$ cat config.mk
export PLATFORM = sky130hd
export DESIGN_NAME = top_k_stream
export DESIGN_NICKNAME = d
export VERILOG_FILES = /design/src/rtl/top_k_pkg.sv /design/src/rtl/top_k_cell.sv /design/src/rtl/top_k_stream.sv
export SDC_FILE = /design/constraint.sdc
export NUM_CORES = 2
export LEC_CHECK = 0
export ABC_AREA = 1
export CAP_MARGIN = 20
export CORE_MARGIN = 4
export CORE_UTILIZATION = 55
export DETAILED_ROUTE_END_ITERATION = 8
export HOLD_SLACK_MARGIN = 0.12
export PLACE_DENSITY = 0.87
export RECOVER_POWER = 100
export REMOVE_ABC_BUFFERS = 1
export SYNTH_ARGS = -nofsm -noshare
export SYNTH_HDL_FRONTEND = slang
export SYNTH_SLANG_ARGS = --single-unit
$ cat constraint.sdc
create_clock -name clk -period 2.7 [get_ports clk]
set_input_delay 0.27 -clock clk [delete_from_list [all_inputs] [get_ports clk]]
set_output_delay 0.27 -clock clk [all_outputs]
set_load 0.01 [all_outputs]
$ cat src/rtl/top_k_pkg.sv
// Shared types and helpers for the streaming top-K selector.
// Optional arrival-index tracking is enabled with TOP_K_INDEX_EN.
package top_k_pkg;

    localparam int IDX_W = 16;
    localparam int MAX_W = 64;

    typedef enum logic {
        ACCUM,
        HOLD
    } state_t;

    function automatic int cnt_width(input int k);
        return $clog2(k + 1);
    endfunction

    // Flipping the sign bit maps two's-complement order onto unsigned order.
    function automatic logic beats(
        input logic [MAX_W-1:0] a,
        input logic [MAX_W-1:0] b,
        input int               w,
        input bit               sgn,
        input bit               dsc
    );
        logic [MAX_W-1:0] sb;
        logic [MAX_W-1:0] ax;
        logic [MAX_W-1:0] bx;
        sb = 64'd1 << (w - 1);
        ax = sgn ? (a ^ sb) : a;
        bx = sgn ? (b ^ sb) : b;
        return dsc ? (ax > bx) : (ax < bx);
    endfunction

endpackage

$ cat src/rtl/top_k_cell.sv
// One slot of the insertion-sorted array: value, valid flag, optional index.
// Optional arrival-index storage is enabled with TOP_K_INDEX_EN.
module top_k_cell
    import top_k_pkg::*;
#(
    parameter int DATA_W     = 32,
    parameter int SIGNED_CMP = 0,
    parameter int DESCEND    = 1
) (
    input  logic              clk,
    input  logic              rst_n,
    input  logic              flush,
    input  logic              load,
    input  logic [DATA_W-1:0] new_val,
    input  logic [DATA_W-1:0] up_val,
    input  logic              up_vld,
    input  logic              up_beat,
`ifdef TOP_K_INDEX_EN
    input  logic [IDX_W-1:0]  new_idx,
    input  logic [IDX_W-1:0]  up_idx,
    output logic [IDX_W-1:0]  nxt_idx,
    output logic [IDX_W-1:0]  idx,
`endif
    output logic              beat,
    output logic [DATA_W-1:0] nxt_val,
    output logic              nxt_vld,
    output logic [DATA_W-1:0] val,
    output logic              vld
);

    assign beat = !vld || beats(64'(new_val), 64'(val), DATA_W,
                                SIGNED_CMP != 0, DESCEND != 0);

    always_comb begin
        nxt_val = val;
        nxt_vld = vld;
`ifdef TOP_K_INDEX_EN
        nxt_idx = idx;
`endif
        if (load) begin
            if (up_beat) begin
                nxt_val = up_val;
                nxt_vld = up_vld;
`ifdef TOP_K_INDEX_EN
                nxt_idx = up_idx;
`endif
            end else if (beat) begin
                nxt_val = new_val;
                nxt_vld = 1'b1;
`ifdef TOP_K_INDEX_EN
                nxt_idx = new_idx;
`endif
            end
        end
    end

    always_ff @(posedge clk or negedge rst_n) begin
        if (!rst_n) begin
            val <= '0;
            vld <= 1'b0;
`ifdef TOP_K_INDEX_EN
            idx <= '0;
`endif
        end else if (flush) begin
            val <= '0;
            vld <= 1'b0;
`ifdef TOP_K_INDEX_EN
            idx <= '0;
`endif
        end else begin
            val <= nxt_val;
            vld <= nxt_vld;
`ifdef TOP_K_INDEX_EN
            idx <= nxt_idx;
`endif
        end
    end

endmodule

$ cat src/rtl/top_k_stream.sv
// Streaming top-K selector: sorted insertion per beat, result per TLAST.
// Define TOP_K_INDEX_EN to also report per-slot arrival indices.
module top_k_stream
    import top_k_pkg::*;
#(
    parameter int K          = 16,
    parameter int DATA_W     = 32,
    parameter int OUT_W      = 512,
    parameter int SIGNED_CMP = 0,
    parameter int DESCEND    = 1
) (
    input  logic                    clk,
    input  logic                    rst_n,
    input  logic                    clear,
    input  logic                    rx_data_TVALID,
    output logic                    rx_data_TREADY,
    input  logic [DATA_W-1:0]       rx_data_TDATA,
    input  logic                    rx_data_TLAST,
    output logic                    tx_data_TVALID,
    input  logic                    tx_data_TREADY,
    output logic [OUT_W-1:0]        tx_data_TDATA,
`ifdef TOP_K_INDEX_EN
    output logic [IDX_W*K-1:0]      tx_index,
`endif
    output logic [cnt_width(K)-1:0] tx_count
);

    localparam int CW = cnt_width(K);

    if (K < 1 || K * DATA_W > OUT_W || DATA_W > MAX_W) begin : g_bad_cfg
        $error("top_k_stream: illegal K/DATA_W/OUT_W combination");
    end

    state_t state;

    logic accept;
    logic done;
    logic flush;

    assign rx_data_TREADY = !tx_data_TVALID || tx_data_TREADY;
    assign accept = rx_data_TVALID && rx_data_TREADY;
    assign done   = accept && rx_data_TLAST && !clear;
    assign flush  = clear || done;

    logic [DATA_W-1:0] val     [K];
    logic [DATA_W-1:0] nxt_val [K];
    logic              vld     [K];
    logic              nxt_vld [K];
    logic              beat    [K];

`ifdef TOP_K_INDEX_EN
    logic [IDX_W-1:0] idx     [K];
    logic [IDX_W-1:0] nxt_idx [K];
    logic [IDX_W-1:0] arr_idx;

    always_ff @(posedge clk or negedge rst_n) begin
        if (!rst_n) begin
            arr_idx <= '0;
        end else if (flush) begin
            arr_idx <= '0;
        end else if (accept && arr_idx != '1) begin
            arr_idx <= arr_idx + 1'b1;
        end
    end
`endif

    for (genvar i = 0; i < K; i++) begin : g_cell
        logic [DATA_W-1:0] up_val;
        logic              up_vld;
        logic              up_beat;
`ifdef TOP_K_INDEX_EN
        logic [IDX_W-1:0]  up_idx;
`endif
        if (i == 0) begin : g_head
            assign up_val  = '0;
            assign up_vld  = 1'b0;
            assign up_beat = 1'b0;
`ifdef TOP_K_INDEX_EN
            assign up_idx  = '0;
`endif
        end else begin : g_link
            assign up_val  = val[i-1];
            assign up_vld  = vld[i-1];
            assign up_beat = beat[i-1];
`ifdef TOP_K_INDEX_EN
            assign up_idx  = idx[i-1];
`endif
        end

        top_k_cell #(
            .DATA_W    (DATA_W),
            .SIGNED_CMP(SIGNED_CMP),
            .DESCEND   (DESCEND)
        ) u_cell (
            .clk    (clk),
            .rst_n  (rst_n),
            .flush  (flush),
            .load   (accept),
            .new_val(rx_data_TDATA),
            .up_val (up_val),
            .up_vld (up_vld),
            .up_beat(up_beat),
`ifdef TOP_K_INDEX_EN
            .new_idx(arr_idx),
            .up_idx (up_idx),
            .nxt_idx(nxt_idx[i]),
            .idx    (idx[i]),
`endif
            .beat   (beat[i]),
            .nxt_val(nxt_val[i]),
            .nxt_vld(nxt_vld[i]),
            .val    (val[i]),
            .vld    (vld[i])
        );
    end

    logic [CW-1:0] cnt;
    logic [CW-1:0] cnt_nxt;

    assign cnt_nxt = (accept && cnt != CW'(K)) ? cnt + 1'b1 : cnt;

    always_ff @(posedge clk or negedge rst_n) begin
        if (!rst_n) begin
            cnt <= '0;
        end else if (flush) begin
            cnt <= '0;
        end else begin
            cnt <= cnt_nxt;
        end
    end

    // Result is taken from the post-insertion view so the last beat counts.
    logic [OUT_W-1:0] pack_data;
`ifdef TOP_K_INDEX_EN
    logic [IDX_W*K-1:0] pack_idx;
`endif

    always_comb begin
        pack_data = '0;
`ifdef TOP_K_INDEX_EN
        pack_idx = '0;
`endif
        for (int i = 0; i < K; i++) begin
            pack_data[i*DATA_W +: DATA_W] = nxt_vld[i] ? nxt_val[i] : '0;
`ifdef TOP_K_INDEX_EN
            pack_idx[i*IDX_W +: IDX_W] = nxt_vld[i] ? nxt_idx[i] : '0;
`endif
        end
    end

    always_ff @(posedge clk or negedge rst_n) begin
        if (!rst_n) begin
            state          <= ACCUM;
            tx_data_TVALID <= 1'b0;
            tx_data_TDATA  <= '0;
            tx_count       <= '0;
`ifdef TOP_K_INDEX_EN
            tx_index       <= '0;
`endif
        end else begin
            case (state)
                ACCUM: begin
                    if (done) begin
                        state          <= HOLD;
                        tx_data_TVALID <= 1'b1;
                        tx_data_TDATA  <= pack_data;
                        tx_count       <= cnt_nxt;
`ifdef TOP_K_INDEX_EN
                        tx_index       <= pack_idx;
`endif
                    end
                end
                HOLD: begin
                    if (done) begin
                        tx_data_TVALID <= 1'b1;
                        tx_data_TDATA  <= pack_data;
                        tx_count       <= cnt_nxt;
`ifdef TOP_K_INDEX_EN
                        tx_index       <= pack_idx;
`endif
                    end else if (tx_data_TREADY) begin
                        state          <= ACCUM;
                        tx_data_TVALID <= 1'b0;
                    end
                end
                default: begin
                    state          <= ACCUM;
                    tx_data_TVALID <= 1'b0;
                end
            endcase
        end
    end

endmodule

## Yosys cells after proc, flatten, opt, wreduce, memory -nomap -nowiden

Index checks and enable logic that the tools add are counted.

| word-level totals | value |
|---|---|
| input port bits | 38 |
| bits in registers | 1052 |
| output and inout port bits | 519 |
| logic and storage cells | 253 |

| cells by class | value |
|---|---|
| $add $sub $neg | 1 |
| $lt $le $gt $ge | 16 |
| multiplexer cells | 154 |
| reduce and logical (&&, ||, !) cells | 41 |
| equality and inequality tests | 3 |
| bitwise logic cells | 1 |

Operators with widths:

| cell | number |
|---|---|
| $mux W32 | 79 |
| $gt A32 B32 Y1 | 16 |
| $mux W512 | 1 |
| $mux W1 | 69 |
| $logic_not A1 Y1 | 18 |
| $logic_or A1 B1 Y1 | 18 |
| $mux W5 | 3 |
| $add A5 B1 Y5 const B | 1 |
| $ne A5 B5 Y1 const B | 1 |
| $logic_and A1 B1 Y1 | 4 |
| $pmux W1 S2 | 2 |
| $ne A3 B2 Y1 const B | 1 |
| $ne A2 B2 Y1 const B | 1 |
| $reduce_and A2 Y1 | 1 |
| $not A1 Y1 | 1 |

## Longest topological paths before layout

| logic depth | value |
|---|---|
| depth after elaboration | 7 |
| gate-level depth with buffers | 23 |
| gate-level depth less buffers | 21 |

## Hierarchy

From an unflattened synthesis, not the netlist that was laid out.

| unflattened totals | value |
|---|---|
| cell total of the unflattened synthesis | 10300 |
| area total of the unflattened synthesis | 76912.5 um2 |

By module, submodules not included:

| module | cells an instance | area each (um2) | instances | seq. area each (um2) |
|---|---|---|---|---|
| top_k_cell | 500 | 3514.6 | 16 | 825.8 |
| top_k_stream | 2300 | 20678.6 | 1 | 13112.6 |

## Worst setup path after synthesis

Ideal clock, no wire load.

| path | value |
|---|---|
| path type | input port to flip-flop |
| from | in rx_data_TDATA[0] |
| to | reg g_cell[12].u_cell.val[1] |
| path slack | 12 ps |
| required time | 2628 ps |
| path buffers | 2 |
| library setup time | 72 ps |
| cell stages on the path | 22 |
| arrival | 2616 ps |
| cell sequence | inv_1 -> clkbuf_1 -> ha_1 -> inv_1 -> nand2_1 -> nand2_1 -> nand2_1 -> nand2_1 -> nand2_1 -> nand2_1 -> nand2_1 -> nand2_1 -> nand2_1 -> nand2_1 -> nand2_1 -> nand2_1 -> inv_1 -> clkbuf_1 -> nand3_1 -> nand2_1 -> nand2_1 -> nor2_1 |

| on the way | value |
|---|---|
| cells in the longest elaborated chain, start to end | 6 |
| elaborated cells on any way between the ends | 8 |
| classes of those cells | 2 x order compare; 4 x mux; 2 x reduce/logical |

Ends and longest elaborated chain:

| item | line | RTL |
|---|---|---|
| start: declaration | top_k_stream.sv:17 | `input logic [DATA_W-1:0] rx_data_TDATA,` |
| $gt A32 B32 Y1 | top_k_pkg.sv:31 | `return dsc ? (ax > bx) : (ax < bx);` |
| $logic_or A1 B1 Y1 | top_k_cell.sv:31 | `assign beat = !vld \|\| beats(64'(new_val), 64'(val), DATA_W,` |
| $mux W32 | top_k_cell.sv:47 | `end else if (beat) begin` |
| $mux W32 (*) | top_k_cell.sv:41 | `if (up_beat) begin` |
| $mux W32 (*) | top_k_cell.sv:40 | `if (load) begin` |
| $mux W32 (*) | top_k_cell.sv:64 | `end else if (flush) begin` |
| end signal: assignment | top_k_cell.sv:71 | `val <= nxt_val;` |
| end: declaration | top_k_cell.sv:27 | `output logic [DATA_W-1:0] val,` |

Mark *: on every way between the ends. The rest lies on a longest branch, timed or not.
A chain may end at the register's enable or synchronous reset.

## Worst setup path after layout

| path | value |
|---|---|
| from | reg g_cell[2].u_cell.val[31] |
| to | reg g_cell[2].u_cell.val[30] |

| on the way | value |
|---|---|
| cells in the longest elaborated chain, start to end | 6 |

Ends and longest elaborated chain:

| item | line |
|---|---|
| start: declaration | top_k_cell.sv:27 |
| start signal: assignment | top_k_cell.sv:71 |
| $gt A32 B32 Y1 | top_k_pkg.sv:31 |
| $logic_or A1 B1 Y1 | top_k_cell.sv:31 |
| $mux W32 | top_k_cell.sv:47 |
| $mux W32 | top_k_cell.sv:41 |
| $mux W32 | top_k_cell.sv:40 |
| $mux W32 | top_k_cell.sv:64 |

Every way passes these cells.

==> flow_metrics.tcl <==
set metrics [dict create \
    run_status "finished, violations left" \
    violations "DRC, capacitance limit, slew limit, setup timing" \
    cp.arrival_ns 3.42 \
    finClkSkew_ns 0.0325 \
    rows 127 \
    cts_tree "done" \
    clkSlewWorstSetupHoldPaths_ns 0.07 \
    cpMaxStageDelayCell "dfrtp_1" \
    synth_cell_types 30 \
    tightest_slew_ns 2.25 \
    swShare_pct 34.8 \
    htreeDepth 3 \
    gp_congestion 1.03 \
    hold_violations 0 \
    core-area_um2 120000 \
    max_stage_delay_ns 0.40 \
    fin_cells 12200 \
    synth_ff_type "dfrtp_1" \
    place_inst 11900 \
    drv_slew 44 \
    crit_type "register to register" \
    ys_ff_latch 1052 \
    die_w_um 355 \
    first_pass_iters 9 \
    synthCells 9570 \
    dp_hpwl_um 204000 \
    clock-sinks 1052 \
    intPower_w 0.0313 \
    detail-route-antenna-nets 0 \
    synth-seq-area-share_pct 39.6 \
    total_power_w 0.0480 \
    initial_core_util_pct 55.3 \
    finalSetupViolCount 77 \
    drv_cap 1 \
    hp-class "primary input to register" \
    fin_crit_sh_pct 104 \
    ioPinCount 557 \
    pre_cts_slack_ns -0.801 \
    dr.first_iter.drc_count 10800 \
    slew-limit-headroom_pct -50.3 \
    cp_cell_sequence "inv_1 > ha_1 > nand2_1 > nor2_2 > nor3b_1 > buf_4 > nand2_1 > nand2_1 > nand2_2 > nand2_4 > buf_6 > nand2_1 > nand3_1 > nand2_1 > buf_4 > nand2_1 > nor2_1" \
    wl_per_cell_um 24.1 \
    first_global_vias 69600 \
    final.min_clock_period_ns 2.81 \
    netlist_area_um2 66400 \
    gr-usage-all-layers_pct 44.2 \
    viasPerCell 6.09 \
    syn_avg_cell_area_um2 6.94 \
    io_buffers 556 \
    grt_first_pass_wirelength_um 426000 \
    drive_gt1_share_pct 13.9 \
    fin_ws_ns -0.106 \
    syn_to_final_growth_pct 29.5 \
    fin_nets 11000 \
    antenna_found_initial 25 \
    seqPwrFrac_pct 37.6 \
    overflow 0 \
    r2r_slack_ns -0.11 \
    crit_required_ns 3.31 \
    ir_drop_mv 0.502 \
    numCtsBuffers 113 \
    power.switching_w 0.0167 \
    share_comb_of_total_power_pct 27.3 \
    crit_start "g_cell[2].u_cell.val[31]" \
    whs_path_depth 2 \
    hold_start "tx_data_TREADY" \
    grt_max_degree 120 \
    synth-edff-count 0 \
    wl_um 295000 \
    path_common_cell "nand2_1" \
    tns_ns -2.71 \
    p_per_area_nw_per_um2 558 \
    dieArea_um2 126000 \
    cts_root_buf "clkbuf_16" \
    max_freq_ghz 0.356 \
    min_to "state" \
    ys_warn_count 0 \
    power.leakage_nw 45.7 \
    cp-start-kind "register" \
    vias 74400 \
    pwr-share-clk_pct 35.0 \
    reg2regPathDepth 17 \
    final_util_pct 71.7 \
    end_kind "register" \
    r2r-start "g_cell[2].u_cell.val[31]" \
    worstSkewPairLatency_ns 0.74 \
    drc_errors 1 \
    rsz0062_at_grt "yes" \
    synthArstFlopShare_pct 100 \
    chipHeight_um 355 \
    clockBufferDepth 3 \
    r2r-end "g_cell[2].u_cell.val[30]" \
    critPathMaxFanout 15 \
]
-- worst max-delay path, delay by kind of cell (launching register included) --
family                   cells  cell delay (ns)
buffers and inverters        4             0.67
AND/OR/NAND/NOR             12             1.25
adder cells (fa/ha/maj)      1             0.35
flip-flops                   1             0.40
-- kinds of logic (layout without fill, tap and decap cells) --
kind of cell             after synthesis  in the layout  share of synthesized area, %
other                                  0             14                             0
AO/OA/AOI/OAI                        834            834                          6.48
multiplexers                           9              9                         0.136
AND/OR/NAND/NOR                     5830           5830                          36.1
adder cells (fa/ha/maj)              514            514                          9.69
XOR/XNOR                               4              4                        0.0528
flip-flops                          1052           1052                          39.6
buffers and inverters               1327           2338                          7.89
-- through the flow --
step,hold slack [ns],instance area (um^2)
after detailed placement,0.296,79400
after CTS,0.137,83400
after global placement,0.307,79400
final,0.173,86000
after floorplan,-0.0256,64000
after global routing,0.189,86000
-- sequential cells by signal, summed over array words and instances (netlist names) --
register and flops:
tx_data_TDATA 512, g_cell.u_cell.vld 16, g_cell.u_cell.val 512, tx_data_TVALID 1
state 1, cnt 5, tx_count 5
-- layout by cell type, fill, tap and decap left out, drive strengths merged --
cell type,netlist,layout
clkinvlp,0,17
ha,514,514
a21boi,1,1
or2,32,32
clkdlybuf4s50,0,35
o21bai,2,2
mux2i,9,9
nand3,1439,1439
buf,237,752
nand2,3636,3636
bufinv,0,15
o21a,25,25
xor2,4,4
diode,0,14
nor4,1,1
nand4,40,40
inv,763,768
clkinv,0,26
dfrtp,1052,1052
clkbuf,327,205
o21ai,82,82
nand3b,8,8
nor3,12,12
dlygate4sd3,0,520
and3,5,5
nor2,653,653
a21o,16,16
nor3b,4,4
a21oi,708,708
-- cell usage after synthesis, types with 18 or more instances --
library cell | count | area [um^2]
dfrtp_1 | 1052 | 26300
nor2_1 | 653 | 2450
ha_1 | 514 | 6430
o21ai_1 | 32 | 160
buf_1 | 68 | 255
clkbuf_1 | 327 | 1230
nand3_1 | 1439 | 7200
o21a_1 | 25 | 188
nand2_1 | 3633 | 13600
or2_2 | 32 | 200
o21ai_0 | 50 | 250
buf_2 | 151 | 756
buf_4 | 18 | 135
inv_1 | 763 | 2860
nand4_1 | 40 | 250
a21oi_1 | 707 | 3540
-- routing by layer --
layer  vias to the layer above  track usage [%]  part of all wire, %
li1                      32600                -                    -
met1                     34600             56.2                   35
met2                      5671             64.6                   41
met3                      1477             13.4                   15
met4                         8             30.5                  9.1
met5                         -                0                0.023
-- area by class of cell --
class	instances	area [um^2]
Multi-Input combinational cell	7191	36700
Sequential cell	1052	26300
Antenna cell	14	35.0
Tap cell	1612	2020
Fill cell	9244	34000
Timing Repair Buffer	1370	14100
Clock inverter	63	791
Clock buffer	142	3100
Inverter	763	2890
-- power by group through the flow --
stage | registers [W] | clock network, W | logic, W
finish | 0.0181 | 0.0168 | 0.0131
global route | 0.0181 | 0.0174 | 0.0142
CTS | 0.0180 | 0.0167 | 0.0124
detailed placement | 0.0182 | 0 | 0.0123
global placement | 0.0182 | 0 | 0.0119
floorplan | 0.0177 | 0 | 0.00712
-- worst max path at each step --
stage / to / cells past startpoint
after floorplan: g_cell[0].u_cell.vld / 4
after global placement: tx_data_TDATA[234] / 19
after detailed placement: tx_data_TDATA[234] / 19
after CTS: tx_data_TDATA[239] / 18
after global routing: g_cell[2].u_cell.val[30] / 17
final: g_cell[2].u_cell.val[30] / 17
-- what timing repair did --
action                     in CTS  in global routing
gates cloned                    0                 19
hold buffers                    1                  0
pin swaps                       2                 74
setup endpoints to repair     171                796
setup buffers                   0                 54
hold endpoints to repair      429                  0
gates resized for setup        33                494
Note: power is estimated with default switching activity, not from simulation.
